$ cat src/rtl/ser_tx_scheduler.sv
// ---------------------------------------------------------------------------
// ser_tx_scheduler
// Round-robin scheduler sharing one TX serializer among NUM_REQ requesters.
// A granted requester's frame (payload, last bit index, last sample index) is
// latched, the serializer is launched with a one-cycle start pulse, and after
// the serializer's done pulse the requester gets a one-cycle ack. A
// programmable idle gap follows each frame before the next grant.
//
// Ports:
//   clk, rst_n     : clock, asynchronous active-low reset
//   en             : allows new grants (looked at only while idle)
//   req            : level request per requester, held until its ack
//   req_data       : frame payload per requester
//   req_width      : last bit index per requester
//   req_depth      : last sample index per requester
//   cfg_clk_div    : serializer divider, captured at grant
//   cfg_gap        : idle cycles after each frame, captured at done
//   ser_start      : one-cycle launch pulse to the serializer
//   ser_par_in     : latched payload
//   ser_width/ser_depth/ser_clk_div : latched frame configuration
//   ser_done       : serializer completion pulse
//   grant          : one-hot, launch through done cycle
//   ack            : one-cycle completion pulse to the granted requester
//   active_id      : index of the current or last grant
//   busy           : high whenever not idle
//   frame_count    : completed frames, wraps
// ---------------------------------------------------------------------------
module ser_tx_scheduler #(
  parameter int NUM_REQ    = 4,
  parameter int DATA_WIDTH = 32,
  parameter int DATA_DEPTH = 4,
  parameter int DIV_WIDTH  = 8,
  parameter int GAP_WIDTH  = 8,
  parameter int FCNT_WIDTH = 16,
  localparam int WW  = $clog2(DATA_WIDTH) + 1,
  localparam int DW  = $clog2(DATA_DEPTH) + 1,
  localparam int IDW = $clog2(NUM_REQ)
) (
  input  logic                                           clk,
  input  logic                                           rst_n,
  input  logic                                           en,
  input  logic [NUM_REQ-1:0]                             req,
  input  logic [NUM_REQ-1:0][DATA_DEPTH-1:0][DATA_WIDTH-1:0] req_data,
  input  logic [NUM_REQ-1:0][WW-1:0]                     req_width,
  input  logic [NUM_REQ-1:0][DW-1:0]                     req_depth,
  input  logic [DIV_WIDTH-1:0]                           cfg_clk_div,
  input  logic [GAP_WIDTH-1:0]                           cfg_gap,
  output logic                                           ser_start,
  output logic [DATA_DEPTH-1:0][DATA_WIDTH-1:0]          ser_par_in,
  output logic [WW-1:0]                                  ser_width,
  output logic [DW-1:0]                                  ser_depth,
  output logic [DIV_WIDTH-1:0]                           ser_clk_div,
  input  logic                                           ser_done,
  output logic [NUM_REQ-1:0]                             grant,
  output logic [NUM_REQ-1:0]                             ack,
  output logic [IDW-1:0]                                 active_id,
  output logic                                           busy,
  output logic [FCNT_WIDTH-1:0]                          frame_count
);

  localparam logic [1:0] S_IDLE = 2'd0;
  localparam logic [1:0] S_WAIT = 2'd1;
  localparam logic [1:0] S_GAP  = 2'd2;

  localparam logic [FCNT_WIDTH-1:0] FCNT_ONE = {{(FCNT_WIDTH-1){1'b0}}, 1'b1};
  localparam logic [GAP_WIDTH-1:0]  GAP_ONE  = {{(GAP_WIDTH-1){1'b0}}, 1'b1};
  localparam logic [GAP_WIDTH-1:0]  GAP_ZERO = {GAP_WIDTH{1'b0}};
  localparam logic [IDW-1:0]        ID_LAST  = IDW'(NUM_REQ - 1);

  // One-hot decode of a requester index.
  function automatic logic [NUM_REQ-1:0] onehot(input logic [IDW-1:0] idx);
    logic [NUM_REQ-1:0] v;
    v = {NUM_REQ{1'b0}};
    v[idx] = 1'b1;
    return v;
  endfunction

  logic [1:0]                              r_state;
  logic                                    r_busy;
  logic                                    r_start;
  logic [DATA_DEPTH-1:0][DATA_WIDTH-1:0]   r_par;
  logic [WW-1:0]                           r_width;
  logic [DW-1:0]                           r_depth;
  logic [DIV_WIDTH-1:0]                    r_clk_div;
  logic [NUM_REQ-1:0]                      r_grant;
  logic [NUM_REQ-1:0]                      r_ack;
  logic [IDW-1:0]                          r_active_id;
  logic [FCNT_WIDTH-1:0]                   r_fcnt;
  logic [GAP_WIDTH-1:0]                    r_gap_cnt;

  logic [IDW-1:0]                          w_sel_idx;
  logic                                    w_sel_vld;
  logic [IDW-1:0]                          w_cand;
  logic                                    w_hit;

  // Round-robin pick: first set request scanning upward from the last grant,
  // so the most recently served requester always ranks last.
  always_comb begin
    w_sel_idx = r_active_id;
    w_sel_vld = 1'b0;
    w_cand    = r_active_id;
    w_hit     = 1'b0;
    for (int i = 1; i <= NUM_REQ; i++) begin
      w_cand    = IDW'((int'(r_active_id) + i) % NUM_REQ);
      w_hit     = req[w_cand];
      w_sel_idx = (w_hit && !w_sel_vld) ? w_cand : w_sel_idx;
      w_sel_vld = w_sel_vld | w_hit;
    end
  end

  // Scheduler state machine and all registered outputs.
  always_ff @(posedge clk or negedge rst_n) begin
    if (!rst_n) begin
      r_state     <= S_IDLE;
      r_busy      <= 1'b0;
      r_start     <= 1'b0;
      r_par       <= '0;
      r_width     <= '0;
      r_depth     <= '0;
      r_clk_div   <= '0;
      r_grant     <= '0;
      r_ack       <= '0;
      r_active_id <= ID_LAST;
      r_fcnt      <= '0;
      r_gap_cnt   <= '0;
    end else begin
      // Pulses default low; each is raised for exactly one cycle below.
      r_start <= 1'b0;
      r_ack   <= '0;
      case (r_state)
        S_IDLE: begin
          if (en && w_sel_vld) begin
            r_par       <= req_data[w_sel_idx];
            r_width     <= req_width[w_sel_idx];
            r_depth     <= req_depth[w_sel_idx];
            r_clk_div   <= cfg_clk_div;
            r_grant     <= onehot(w_sel_idx);
            r_active_id <= w_sel_idx;
            r_start     <= 1'b1;
            r_busy      <= 1'b1;
            r_state     <= S_WAIT;
          end else begin
            r_busy  <= 1'b0;
            r_state <= S_IDLE;
          end
        end
        S_WAIT: begin
          if (ser_done) begin
            r_ack     <= onehot(r_active_id);
            r_grant   <= '0;
            r_fcnt    <= r_fcnt + FCNT_ONE;
            r_gap_cnt <= cfg_gap;
            if (cfg_gap == GAP_ZERO) begin
              r_busy  <= 1'b0;
              r_state <= S_IDLE;
            end else begin
              r_busy  <= 1'b1;
              r_state <= S_GAP;
            end
          end else begin
            r_state <= S_WAIT;
          end
        end
        S_GAP: begin
          r_gap_cnt <= r_gap_cnt - GAP_ONE;
          // Leaving on a count of one gives exactly cfg_gap cycles here;
          // the <= also guards against a zero count ever sticking.
          if (r_gap_cnt <= GAP_ONE) begin
            r_busy  <= 1'b0;
            r_state <= S_IDLE;
          end else begin
            r_busy  <= 1'b1;
            r_state <= S_GAP;
          end
        end
        default: begin
          r_grant <= '0;
          r_busy  <= 1'b0;
          r_state <= S_IDLE;
        end
      endcase
    end
  end

  assign ser_start   = r_start;
  assign ser_par_in  = r_par;
  assign ser_width   = r_width;
  assign ser_depth   = r_depth;
  assign ser_clk_div = r_clk_div;
  assign grant       = r_grant;
  assign ack         = r_ack;
  assign active_id   = r_active_id;
  assign busy        = r_busy;
  assign frame_count = r_fcnt;

endmodule

$ cat config.mk
export PLATFORM = sky130hd
export DESIGN_NAME = ser_tx_scheduler
export DESIGN_NICKNAME = d
export VERILOG_FILES = /design/src/rtl/ser_tx_scheduler.sv
export SDC_FILE = /design/constraint.sdc
export NUM_CORES = 1
export LEC_CHECK = 0
export CAP_MARGIN = 25
export CORE_AREA = 5 5 283 285
export DETAILED_ROUTE_END_ITERATION = 12
export DIE_AREA = 0 0 288 290
export SYNTH_ARGS = -nofsm -noshare
export SYNTH_HDL_FRONTEND = slang
export SYNTH_SLANG_ARGS = --single-unit
$ cat constraint.sdc
create_clock -name clk -period 7.9 [get_ports clk]
set_clock_uncertainty 0.15 [all_clocks]
set_input_delay 1.58 -clock clk [delete_from_list [all_inputs] [get_ports clk]]
set_output_delay 1.58 -clock clk [all_outputs]
set_load 0.02 [all_outputs]
==> results of run 1 <==
[final timing paths]
| path | start | to | slack [ps] |
|---|---|---|---|
| worst max-delay path | req[1] | ser_par_in[34]$_DFFE_PN0N_ | 2560 |
| worst min-delay path | frame_count[15]$_DFFE_PN0P_ | frame_count[15]$_DFFE_PN0P_ | 330 |
| worst max register to register | active_id[0]$_DFFE_PN1N_ | ser_par_in[52]$_DFFE_PN0N_ | 3570 |
| worst min register to register | frame_count[15]$_DFFE_PN0P_ | frame_count[15]$_DFFE_PN0P_ | 330 |
| max in group asynchronous | rst_n | ser_par_in[15]$_DFFE_PN0N_ | 5470 |
| min in group asynchronous | rst_n | ser_clk_div[2]$_DFFE_PN0N_ | 940 |
[state kept, by name (all words and copies together), names as in the netlist, 3 cells and up]
name,flops
ser_par_in,128
frame_count,16
r_gap_cnt,8
ser_clk_div,8
ser_width,6
ack,4
grant,4
ser_depth,3
[cell type report]
| class | count | area share (%) |
|---|---|---|
| sequential | 183 | 23.2 |
| multi-input combinational | 722 | 28.3 |
| clock buffer | 20 | 2.26 |
| tap | 1040 | 6.60 |
| clock inverter | 12 | 0.844 |
| inverter | 7 | 0.133 |
| timing repair buffer | 757 | 38.6 |
| antenna | 4 | 0.0508 |
[worst max-delay path: cells and delay by family]
family / cells / cell delay (ps)
and+or+nand+nor: 3 / 1840
buffers and inverters: 3 / 1600
AOI/OAI and AO/OA: 1 / 250
[cell usage after synthesis (4+ instances only)]
cell | count | area share (%)
sky130_fd_sc_hd__nor4_1 | 4 | 0.23
sky130_fd_sc_hd__o221ai_1 | 137 | 11
sky130_fd_sc_hd__nor2_1 | 17 | 0.58
sky130_fd_sc_hd__ha_1 | 7 | 0.80
sky130_fd_sc_hd__o21ai_0 | 6 | 0.28
sky130_fd_sc_hd__and2_1 | 4 | 0.23
sky130_fd_sc_hd__mux2i_1 | 275 | 25
sky130_fd_sc_hd__dfrtp_1 | 181 | 41
sky130_fd_sc_hd__nor3_1 | 7 | 0.32
sky130_fd_sc_hd__nand4_1 | 4 | 0.23
sky130_fd_sc_hd__xor2_1 | 4 | 0.32
sky130_fd_sc_hd__nand2_1 | 189 | 6.5
sky130_fd_sc_hd__clkbuf_1 | 51 | 1.8
sky130_fd_sc_hd__nand3_1 | 10 | 0.46
sky130_fd_sc_hd__buf_6 | 6 | 0.62
sky130_fd_sc_hd__buf_12 | 23 | 4.2
sky130_fd_sc_hd__xnor2_1 | 14 | 1.1
sky130_fd_sc_hd__inv_1 | 5 | 0.17
[through the flow]
step | setup WS, ps | util [%] | hold WS (ps) | std cells | total power, mW
2_1_floorplan | 4120 | - | 335 | 999 | 1.11
3_3_place_gp | 2040 | 24.8 | 311 | 2709 | 1.44
3_5_place_dp | 1910 | 24.8 | 314 | 2709 | 1.44
4_1_cts | 2430 | 25.6 | 333 | 2741 | 2.43
5_1_grt | 2320 | 25.6 | 339 | 2744 | 2.48
6_report | 2560 | 25.6 | 326 | 2745 | 2.38
[kinds of logic after synthesis]
family                     count (synthesis)  synth area share (%)
buffers and inverters                     94                  7.29
DFF                                      183                  42.0
xor gates and xnor gates                  19                  1.59
AOI/OAI and AO/OA                        165                  12.8
adders and majority gates                  7                 0.802
muxes                                    278                  25.7
and+or+nand+nor                          253                  9.87
[routing by layer]
layer	vias to the layer above	wire length [um]
li1	5131	-
met1	5278	21600
met2	595	27400
met3	91	4840
met4	4	2610
met5	-	33
[power groups by stage]
| stage | clock network [mW] | logic [mW] | registers [mW] |
|---|---|---|---|
| after floorplan | 0 | 0.157 | 0.955 |
| after global placement | 0 | 0.485 | 0.954 |
| after detailed placement | 0 | 0.488 | 0.954 |
| after CTS | 1.00 | 0.490 | 0.936 |
| after global routing | 1.03 | 0.513 | 0.936 |
| final | 0.956 | 0.484 | 0.936 |
==> key figures, run 1 <==
Timing
  – Final Cycle Share: 67.6%
  – Finish-stage setup viols: 0
  – Top achievable clock speed: between 0.15 and 0.2 GHz
  – Pin slew with the least headroom to its limit: just over 1000 ps
  – Worst slew slack as a fraction of its limit: 32.9%
  – Post-route minimum period: approximately 5300 ps
  – Setup_tns: 0 ps
  – Final count of pins violating max slew: 0
  – Unrepaired setup endpoints after global routing: no
  – Number of hold-slack violations in the final timing report: 0

Clocking
  – Maximum root-to-sink buffer count: 2
  – CTS clock-pin slew for the worst setup and hold paths: ~70 ps
  – Setup bufs post-CTS: 0
  – Post_cts resized: 0
  – TritonCTS clock tree: built
  – Hold buffer count at CTS: 0
  – Num CTS Buffers: 17
  – Clock Sinks: about 180
  – Later-pin clock latency in the skew report: 460 ps
  – Root buffer cell: sky130_fd_sc_hd__clkbuf_16
  – H-tree levels: 4

Cells and area
  – Number of nets in the layout: around 2300
  – Top library cells by usage in the layout, fill and taps aside: 743 x sky130_fd_sc_hd__clkdlybuf4s50_1, 275 x sky130_fd_sc_hd__mux2i_1, 187 x sky130_fd_sc_hd__nand2_1
  – Share of post-route cells with drive strength above 1: approximately 3.4%
  – Combined flip-flop and latch cell area: ~4600 um2
  – Area of combinational cells with multiple inputs: 5580 um2
  – Commonest non-fill, non-tap cell in the layout: sky130_fd_sc_hd__clkdlybuf4s50_1
  – Post-route cell area: just under 20000 um2
  – Fill cell instance count of the final layout: a little over 8000
  – Layout-stage area growth over the synthesis result: 80.6%

Min path
  – Path type of the worst min-delay path: register to register
  – Min-Delay Path Depth: 1

Logic synthesis
  – Synthesized instance count: ~1000
  – Most used DFF post-synth: sky130_fd_sc_hd__dfrtp_1
  – Seq/Total Area, Yosys: 42.0%
  – Synthesized Nets: between 1500 and 2000
  – Number of enable flip-flop cells after synthesis: 0
  – Async S/R FF share, synth: 100%
  – Warning count from the yosys run: 0
  – Avg Synthesized Cell Area: about 11 um2
  – Synthesized area: 10900 um2
  – Flops & latches, synth: approximately 180
  – Unique masters post-synth: 53

Global route
  – Number of global-route vias before repair: 11900
  – GR Layer Usage met2: 21.7%
  – Met3 global-route usage: 4.05%
  – Most used routing layer in global routing: met2
  – Met1 usage: 14.4%
  – Number of antenna violations at the first check in global routing: 6
  – Global Route Usage Sum: 12.8%
  – Total overflow reported by the global router: 0
  – First-pass GRT wire length: 79.5 mm
  – Pin count of the biggest net entering global routing: roughly 110

Setup path
  – Arrival time worst endpoint: 5480 ps
  – Cell count of the worst reg-to-reg path: 8
  – Cell-by-cell trace of the critical path: clkdlybuf4s50_1 > or4_1 > nand3_4 > inv_2 > nand2_4 > buf_4 > o221ai_1
  – Setup crit start kind: input pin
  – Largest stage delay on the critical path: about 700 ps
  – Required @ worst endpoint: 8040 ps
  – Cell with the largest stage delay on the worst path: sky130_fd_sc_hd__or4_1
  – Critical path capture point type: register
  – Worst Setup Path Type: input pin to register
  – Worst-path maximum fanout: 70

Route
  – Drt wl/cell: slightly above 20 um
  – Antenna-violating nets left: 0
  – Pre-Repair DR Iteration Count: 5
  – Detailed-route vias per instance: about 4
  – Number of design rule violations left after detail routing: 0
  – Violation count after the first detailed-route iteration: roughly 510
  – Total Wirelength: between 50 and 60 mm
  – Count of vias placed by the detailed router: ~11000

Floorplan
  – Core Rows: 102
  – Core footprint: 77100 um2
  – Horizontal die dimension: roughly 290 um
  – Starting Density: approximately 14%
  – Num ports: between 700 and 800
  – Total die area: around 84000 um2
  – Height of the die: 290 um

Placement
  – Placer congestion estimate: slightly below 1
  – PortBufs: 744
  – Final HPWL from detailed placement: around 45 mm
  – Placed instance area: between 15000 and 20000 um2

Pwr
  – PwrDens: 120 nW/um2
  – Part of the power in combinational logic: between 20% and 30%
  – Sequential cell fraction of total power: a little under 40%
  – Leakage: 7.56 nW
  – Switching power: between 0.6 and 0.7 mW
  – Worst-case vdd ir drop: 0.000145 V
  – Clk pwr share: 40.2%
  – Share of total power consumed by net switching: 25.5%
  – Cell internal pwr: 1.77 mW

Run
  – Max-cap violations: 0

Run status
  – Status: complete, no violations
No activity file was read; power rests on OpenSTA's default activity.
==> run 2: changes to the inputs <==
Settings changed: CORE_AREA 5 5 283 285 to 5 5 290 292, DIE_AREA 0 0 288 290 to 0 0 295 297.
Clock period 7.9 ns to 4.9 ns, I/O delays scaled along.
==> run 2 against run 1 <==
Non-clock buffer count grew 16. Via count shrank 1.4%. Critical path depth grew 2. Routed wire length up 4.9%. Global-route usage up 0.096 points. Register-to-register slack lost 2400 ps. Combinational power increased by 61%. First-iteration DRC count down 18%. Sequential cell count stayed put. Cell count is 1.6% higher. Critical path type unchanged. Largest power group is now registers.
==> key figures, run 2 (same netlist as run 1, synthesis figures left out) <==
Run status
  – Status: complete, no violations

Setup path
  – Arrival time worst endpoint: 4280 ps (-1200 ps)
  – Worst Setup Path Type: input pin to register
  – Worst-path maximum fanout: 56 (-20%)
  – Cell-by-cell trace of the critical path: clkdlybuf4s50_1 > or3b_1 > a2111oi_0 > a31oi_1 > a21oi_4 > buf_12 > buf_12 > mux2i_1 > o221ai_1
  – Required @ worst endpoint: 5090 ps (-2950 ps)
  – Cell with the largest stage delay on the worst path: sky130_fd_sc_hd__clkdlybuf4s50_1
  – Largest stage delay on the critical path: 710 ps (about the same)
  – Most numerous cell on the critical path: sky130_fd_sc_hd__buf_12
  – Critical path capture point type: register
  – Setup crit start kind: input pin

Route
  – Pre-Repair DR Iteration Count: 4 (-1)
  – Antenna-violating nets left: 0 (unchanged)
  – Number of design rule violations left after detail routing: 0 (unchanged)
  – Detailed-route vias per instance: 3.92 (-3.0%)
  – Drt wl/cell: 21.2 um (+3.2%)
  – Violation count after the first detailed-route iteration: 413 (-18%)
  – Total Wirelength: 59.3 mm (+4.9%)
  – Count of vias placed by the detailed router: 10900 (-1.4%)

Floorplan
  – Horizontal die dimension: 295 um (+2.4%)
  – Core footprint: 81300 um2 (+5.5%)
  – Num ports: 745 (unchanged)
  – Total die area: 87600 um2 (+4.9%)
  – Height of the die: 297 um (+2.4%)
  – Core Rows: 105 (+2.9%)
  – Starting Density: 13.4% (-0.74 points)

Cells and area
  – Commonest non-fill, non-tap cell in the layout: sky130_fd_sc_hd__clkdlybuf4s50_1
  – Post-route cell area: 19900 um2 (+0.89%)
  – Number of nets in the layout: 2283 (+0.71%)
  – Max reg flops: 128 (unchanged)
  – Final Core Density: 24.5% (-1.1 points)
  – Layout-stage area growth over the synthesis result: 82.2%
  – Top library cells by usage in the layout, fill and taps aside: 743 x sky130_fd_sc_hd__clkdlybuf4s50_1, 275 x sky130_fd_sc_hd__mux2i_1, 187 x sky130_fd_sc_hd__nand2_1
  – Share of post-route cells with drive strength above 1: 4.25% (+0.90 points)

Placement
  – Placer congestion estimate: 0.886 (-8.1%)
  – PortBufs: 744 (unchanged)
  – Final HPWL from detailed placement: 47.7 mm (+4.8%)
  – Placed instance area: 19300 um2 (+1.3%)

Timing
  – Post-route minimum period: 4090 ps
  – Setup_tns: 0 ps (unchanged)
  – Final count of pins violating max slew: 0 (unchanged)
  – Unrepaired setup endpoints after global routing: no
  – Finish-stage setup viols: 0 (unchanged)
  – Final Cycle Share: 83.4%
  – Top achievable clock speed: between 0.2 and 0.25 GHz
  – Number of hold-slack violations in the final timing report: 0 (unchanged)
  – Worst slew slack as a fraction of its limit: 14.5% (-18 points)
  – Pin slew with the least headroom to its limit: 1280 ps (+277 ps)

Clocking
  – Clock Sinks: 183 (unchanged)
  – Setup bufs post-CTS: 0 (unchanged)
  – Later-pin clock latency in the skew report: 480 ps (+20 ps)
  – Root buffer cell: sky130_fd_sc_hd__clkbuf_16
  – Hold buffer count at CTS: 0 (unchanged)
  – Post_cts resized: 0 (unchanged)
  – TritonCTS clock tree: built
  – Num CTS Buffers: 17 (unchanged)
  – CTS clock-pin slew for the worst setup and hold paths: 80 ps (about the same)
  – H-tree levels: 4 (unchanged)
  – Maximum root-to-sink buffer count: 2 (unchanged)

Global route
  – Global Route Usage Sum: 12.9% (+0.096 points)
  – First-pass GRT wire length: 82.3 mm (+3.5%)
  – Number of antenna violations at the first check in global routing: 6 (unchanged)
  – Pin count of the biggest net entering global routing: 154 (+45%)
  – Number of global-route vias before repair: 11500 (-3.0%)
  – Total overflow reported by the global router: 0 (unchanged)

Min path
  – Path type of the worst min-delay path: register to register

Pwr
  – Worst-case vdd ir drop: 0.000267 V (+84%)
  – Leakage: 7.64 nW (+1.1%)
  – PwrDens: 186 nW/um2 (+54%)

Run
  – Max-cap violations: 0 (unchanged)
## run 2: changes by cell type in the layout (fill, tap and decap cells not counted), moves of 2 or more
cell                         change
sky130_fd_sc_hd__bufinv_16       -3
sky130_fd_sc_hd__buf_12          +7
sky130_fd_sc_hd__clkinvlp_4      +2
sky130_fd_sc_hd__inv_8           +3
sky130_fd_sc_hd__buf_4           +9
sky130_fd_sc_hd__clkinv_4        -3
## run 2: area by class of cell
type,instances,area (um2)
antenna,3,7.51
clock buffer,19,433
clock inverter,13,113
fill,8744,61400
inverter,7,26.3
multi-input combinational,722,5580
sequential,183,4580
tap,1070,1340
timing repair buffer,773,7820
## run 2: power breakdown
| part | total (mW) | internal [mW] | switching (mW) | leakage, nW |
|---|---|---|---|---|
| Sequential | 1.51 | 1.51 | 0 | 2.53 |
| Clock | 1.41 | 0.666 | 0.745 | 0.257 |
| Combinational | 0.780 | 0.523 | 0.258 | 4.86 |
## run 2: final timing paths
| path | startpoint | endpoint | slack (ps) | cells past startpoint |
|---|---|---|---|---|
| worst max-delay path | req[0] | ser_par_in[22]$_DFFE_PN0N_ | 810 | 9 |
| worst min-delay path | ser_clk_div[7]$_DFFE_PN0N_ | ser_clk_div[7]$_DFFE_PN0N_ | 330 | 2 |
| worst max register to register | active_id[0]$_DFFE_PN1N_ | ser_par_in[22]$_DFFE_PN0N_ | 1120 | 8 |
| worst min register to register | ser_clk_div[7]$_DFFE_PN0N_ | ser_clk_div[7]$_DFFE_PN0N_ | 330 | 2 |
| max in group asynchronous | rst_n | active_id[1]$_DFFE_PN1N_ | 3290 | 2 |
| min in group asynchronous | rst_n | ser_par_in[50]$_DFFE_PN0N_ | 410 | 1 |
## run 2: layer usage
metal  vias up  track usage [%]  share of wire [%]
li1       5188                -                  -
met1      5127             15.1                 40
met2       555             21.0                 46
met3        68             5.17                 10
met4         8             4.69                3.5
met5         -            0.721               0.21
## run 2: worst max-delay path, delay by kind of cell
kind | cells | cell delay [ps]
and+or+nand+nor | 1 | 380
buffers and inverters | 3 | 1250
AOI/OAI and AO/OA | 4 | 1040
muxes | 1 | 540
## run 2: through the flow
step	cells	hold slack [ps]	worst slack [ps]	total power [mW]
2_1_floorplan	999	335	1720	1.79
3_3_place_gp	2755	308	310	2.33
3_5_place_dp	2755	311	309	2.33
4_1_cts	2787	330	847	3.79
5_1_grt	2787	359	591	3.88
6_report	2790	325	812	3.70
